File: src/rtl/decode_rr_arbiter.sv
// Round-robin arbiter for one 8-way shared resource: registered winner index,
// decoded one-hot grant, and a bound on consecutive grant cycles under contention.
module decode_rr_arbiter #(
    parameter int MAX_HOLD = 4
) (
    input  logic       clka,
    input  logic       rst,
    input  logic       E,
    input  logic [7:0] req,
    output logic [7:0] grant,
    output logic [2:0] gnt_idx,
    output logic       gnt_valid,
    output logic       gnt_new
);

    // Handshake: there is no back-pressure. gnt_valid=1 means grant/gnt_idx name
    // the owner this cycle; gnt_new=1 marks the first cycle of each grant.

    typedef enum logic {
        IDLE  = 1'b0,
        GRANT = 1'b1
    } state_t;

    localparam logic [7:0] HOLD_LAST = 8'(MAX_HOLD - 1);

    state_t     r_state;
    logic [2:0] r_last;
    logic [7:0] r_hold;
    logic [2:0] r_idx;
    logic       r_valid;
    logic       r_new;
    logic [7:0] r_grant;

    state_t     w_state;
    logic [2:0] w_last;
    logic [7:0] w_hold;
    logic [2:0] w_idx;
    logic       w_valid;
    logic       w_new;
    logic [7:0] w_grant;
    logic [7:0] w_others;

    // First set bit of mask scanning upward from last+1, wrapping through last.
    function automatic logic [2:0] pick(input logic [2:0] last, input logic [7:0] mask);
        logic [2:0] idx;
        logic       found;
        idx   = last;
        found = 1'b0;
        for (int k = 1; k <= 8; k++) begin
            if (!found && mask[3'(last + 3'(k))]) begin
                idx   = 3'(last + 3'(k));
                found = 1'b1;
            end
        end
        return idx;
    endfunction

    assign w_others = req & ~(8'd1 << r_idx);

    always_comb begin
        w_state = r_state;
        w_last  = r_last;
        w_hold  = r_hold;
        w_idx   = r_idx;
        w_valid = r_valid;
        w_new   = 1'b0;
        case (r_state)
            IDLE: begin
                w_valid = 1'b0;
                if (E && (req != 8'd0)) begin
                    w_state = GRANT;
                    w_idx   = pick(r_last, req);
                    w_valid = 1'b1;
                    w_new   = 1'b1;
                    w_hold  = 8'd0;
                end
            end
            GRANT: begin
                if (!E) begin
                    w_state = IDLE;
                    w_valid = 1'b0;
                    w_last  = r_idx;
                    w_hold  = 8'd0;
                end else if (!req[r_idx]) begin
                    w_last = r_idx;
                    w_hold = 8'd0;
                    if (req != 8'd0) begin
                        w_idx = pick(r_idx, req);
                        w_new = 1'b1;
                    end else begin
                        w_state = IDLE;
                        w_valid = 1'b0;
                    end
                end else if ((r_hold == HOLD_LAST) && (w_others != 8'd0)) begin
                    w_last = r_idx;
                    w_idx  = pick(r_idx, w_others);
                    w_new  = 1'b1;
                    w_hold = 8'd0;
                end else if (r_hold != HOLD_LAST) begin
                    w_hold = r_hold + 8'd1;
                end
            end
            default: begin
                w_state = IDLE;
                w_valid = 1'b0;
            end
        endcase
        w_grant = w_valid ? (8'd1 << w_idx) : 8'd0;
    end

    always_ff @(posedge clka) begin
        if (rst) begin
            r_state <= IDLE;
            r_last  <= 3'd7;
            r_hold  <= 8'd0;
            r_idx   <= 3'd0;
            r_valid <= 1'b0;
            r_new   <= 1'b0;
            r_grant <= 8'd0;
        end else begin
            r_state <= w_state;
            r_last  <= w_last;
            r_hold  <= w_hold;
            r_idx   <= w_idx;
            r_valid <= w_valid;
            r_new   <= w_new;
            r_grant <= w_grant;
        end
    end

    assign grant     = r_grant;
    assign gnt_idx   = r_idx;
    assign gnt_valid = r_valid;
    assign gnt_new   = r_new;

endmodule

File: config.mk
export PLATFORM = sky130hd
export DESIGN_NAME = decode_rr_arbiter
export DESIGN_NICKNAME = d
export VERILOG_FILES = /design/src/rtl/decode_rr_arbiter.sv
export SDC_FILE = /design/constraint.sdc
export NUM_CORES = 1
export LEC_CHECK = 0
export CAP_MARGIN = 20
export CORE_MARGIN = 5
export CORE_UTILIZATION = 55
export CTS_CLUSTER_SIZE = 28
export DETAILED_ROUTE_END_ITERATION = 16
export PLACE_DENSITY = 0.75
export SYNTH_ARGS = -nofsm -noshare
export SYNTH_HDL_FRONTEND = slang
export SYNTH_SLANG_ARGS = --single-unit
File: constraint.sdc
create_clock -name clka -period 4.86 [get_ports clka]
set_input_delay 0.486 -clock clka [delete_from_list [all_inputs] [get_ports clka]]
set_output_delay 0.486 -clock clka [all_outputs]
set_load 0.01 [all_outputs]
==> qor.yml <==
run_status:
  run_status: "completed"
floorplan:
  die_y_um: 92.5
  die-width_um: 92.5
  num_rows: 30
  io_pins: 24
  die_outline_area_um2: 8550
  core_region_area_um2: 6720
  initial_utilization: 0.557
timing:
  fmaxAchievable_ghz: 0.233
  fin_crit_period_ns: 4.28
  worst_clock_skew_ns: 0.0102
  max_slew_margin: 0.314
  final_min_period_over_clock_period: 0.882
  finalHoldWorstSlack_ns: 0.509
  timing.final.max_slew_violations: 0
  fin_ws_ns: 0.575
  finalHoldViolations: 0
  grt_setup_unrepaired: "false"
  setup_violations: 0
  fin_setup_tns_ns: 0
  worst_pin_slew_ns: 1.02
yosys:
  synthFlopType: "sky130_fd_sc_hd__dfxtp_1"
  synthDistinctLibCells: 81
  total_of_flip_flops_plus_latches_after_synthesis: 25
  yosysTopAreaCellShare: 0.156
  syn-mean-instance-area_um2: 8.35
  synth_nets: 469
  synth_enable_flop_cells: 0
  syn-instance-count: 448
  fraction_of_synthesis_flops_using_an_asynchronous_set_or_reset_pin: 0
  synth.cell_area_um2: 3740
  synth_common_cells: "sky130_fd_sc_hd__nand2_1, sky130_fd_sc_hd__nor2_1, sky130_fd_sc_hd__mux4_2"
  cell_taking_the_most_area_after_synthesis: "sky130_fd_sc_hd__mux4_2"
  yosys_warnings: 0
  yosys-top-cells-area: "sky130_fd_sc_hd__mux4_2, sky130_fd_sc_hd__dfxtp_1, sky130_fd_sc_hd__mux2i_1"
  synth_sequential_area_ratio: 0.134
routing:
  average_wire_per_cell_in_the_routed_design_um: 20.4
  detailedRoute.firstIterationViolations: 338
  drt_drc_violations_left: 0
  post_drt_via_cell_ratio: 7.24
  num_vias: 3829
  totalWireLength_mm: 10.8
  drtPass1Iterations: 5
  final_antenna_net_count: 0
clocking:
  tritoncts.num_buffers: 3
  post_cts_resized: 0
  cts_hold_buf: 0
  post_cts_buffers: 0
  cts.htree.levels: 1
  clkSlewWorstSetupHoldPaths_ns: 0.09
  tritoncts: "yes"
  cts_num_sinks: 25
  clock_tree.root_cell: "sky130_fd_sc_hd__clkbuf_8"
  clk_latency_ns: 0.27
  cts-root-to-sink-buffers: 2
global_routing:
  antenna_found_initial: 0
  use_met3: 0.0431
  grt.met2_usage: 0.413
  grtUsageMet1: 0.321
  via_count_of_the_first_global_routing_pass: 3503
  grt_pass1_wl_mm: 17.6
  remaining_global_route_overflow: 0
  grt_start_max_net_pins: 34
  grt_most_used_layer: "met2"
  grtUsageTotal: 0.250
critical_path:
  worst_ep_arrival_time_ns: 4.47
  worstPathRequired_ns: 5.05
  worst-setup-path-type: "reg2reg"
  critical_path.startpoint_type: "flop"
  endpoint_kind: "flop"
  crit_path_max_fanout: 17
power:
  powerDensity_nw_per_um2: 338
  peakVddDrop_v: 0.000137
  finalPower_mw: 1.36
  p_leak_nw: 1.49
final_layout:
  area.growth.synth_to_final_pct: 7.66
  drive_above_1_share: 0.165
  stdcell_area_um2: 4030
  layout.cells.non_filler: 529
  nNetsFinal: 471
  antennaDiodeCount: 0
  utilization: 0.600
  layout.filler_cells: 572
place:
  dp_slack_ns: 0.606
  hpwl_after_dpl_mm: 8.01
  numPortBuffers: 23
  dpl-instance-area_um2: 3980
  placed_cells_incl_taps: 525
  gp_routability_congestion: 1.01
hold_path:
  holdCritPathClass: "reg2reg"
flow_run:
  max_cap_violations: 0
## state kept, by name, indices dropped and copies added (netlist names)
name / cells
r_hold: 8
grant: 8
r_last: 3
r_state: 1
gnt_idx: 3
gnt_valid: 1
gnt_new: 1
## final timing paths
check / from / endpoint / slack (ns) / depth (start not counted)
setup / recovery: gnt_idx[0] / grant[3] / 0.58 / 11
hold / removal: r_hold[4] / r_hold[4] / 0.51 / 2
setup reg to reg: gnt_idx[0] / grant[3] / 0.58 / 11
hold reg to reg: r_hold[4] / r_hold[4] / 0.51 / 2
## kinds of logic (layout without fill, tap and decap cells)
| kind of cell | Yosys count | count (layout) | share of synthesized area |
|---|---|---|---|
| buffers and inverters | 57 | 58 | 0.0669 |
| DFF | 25 | 25 | 0.134 |
| AOI/OAI and AO/OA | 130 | 130 | 0.256 |
| muxes | 63 | 63 | 0.269 |
| xor gates and xnor gates | 9 | 9 | 0.0231 |
| and+or+nand+nor | 154 | 154 | 0.218 |
| adders and majority gates | 10 | 10 | 0.0334 |
## critical path, cell delays in order (launching register included)
cell                       delay, ns
sky130_fd_sc_hd__dfxtp_1        0.35
sky130_fd_sc_hd__inv_2          0.10
sky130_fd_sc_hd__ha_1           0.79
sky130_fd_sc_hd__mux4_2         0.64
sky130_fd_sc_hd__mux2i_4        0.39
sky130_fd_sc_hd__nand3_2        0.18
sky130_fd_sc_hd__a21oi_4        0.22
sky130_fd_sc_hd__a31oi_1        0.20
sky130_fd_sc_hd__and4_1         0.27
sky130_fd_sc_hd__a222oi_1       0.46
sky130_fd_sc_hd__a31oi_1        0.27
sky130_fd_sc_hd__nor4_1         0.31
## cell type report
class / instances / area (um^2) / area share
clock buffer: 3 / 41.3 / 0.0102
clock inverter: 1 / 7.51 / 0.00186
inverter: 20 / 75.1 / 0.0186
multi-input combinational: 366 / 2990 / 0.743
sequential: 25 / 500 / 0.124
tap: 80 / 100 / 0.0248
timing repair buffer: 34 / 313 / 0.0776
## where the power goes
group | leakage [nW] | switching [mW] | internal (mW)
logic | 1.26 | 0.592 | 0.416
registers | 0.203 | 0.0113 | 0.216
clock network | 0.0217 | 0.0670 | 0.0581
## cells in the final DEF, fill, tap and decap left out, drive strengths merged, types with 4 or more instances in the layout
| cell | n |
|---|---|
| a21oi | 12 |
| o21ai | 24 |
| a21o | 4 |
| nand2 | 34 |
| dfxtp | 25 |
| mux2i | 25 |
| nor3 | 6 |
| clkdlybuf4s50 | 23 |
| xor2 | 6 |
| mux4 | 26 |
| o311ai | 4 |
| nor4 | 9 |
| a32o | 4 |
| nand2b | 6 |
| o22ai | 5 |
| a211o | 5 |
| o211ai | 10 |
| and2 | 8 |
| nand4 | 9 |
| and3 | 7 |
| ha | 10 |
| a21boi | 4 |
| inv | 19 |
| a211oi | 11 |
| a31oi | 11 |
| mux2 | 12 |
| nor2 | 34 |
| nand3 | 15 |
| buf | 11 |
| o221ai | 4 |
| and4 | 7 |
## layer usage
layer	vias to the layer above	wire (um)
met5	-	0
met4	0	500
met1	1801	4330
li1	1759	-
met3	44	839
met2	225	5110
No activity file was read; power rests on OpenSTA's default activity.
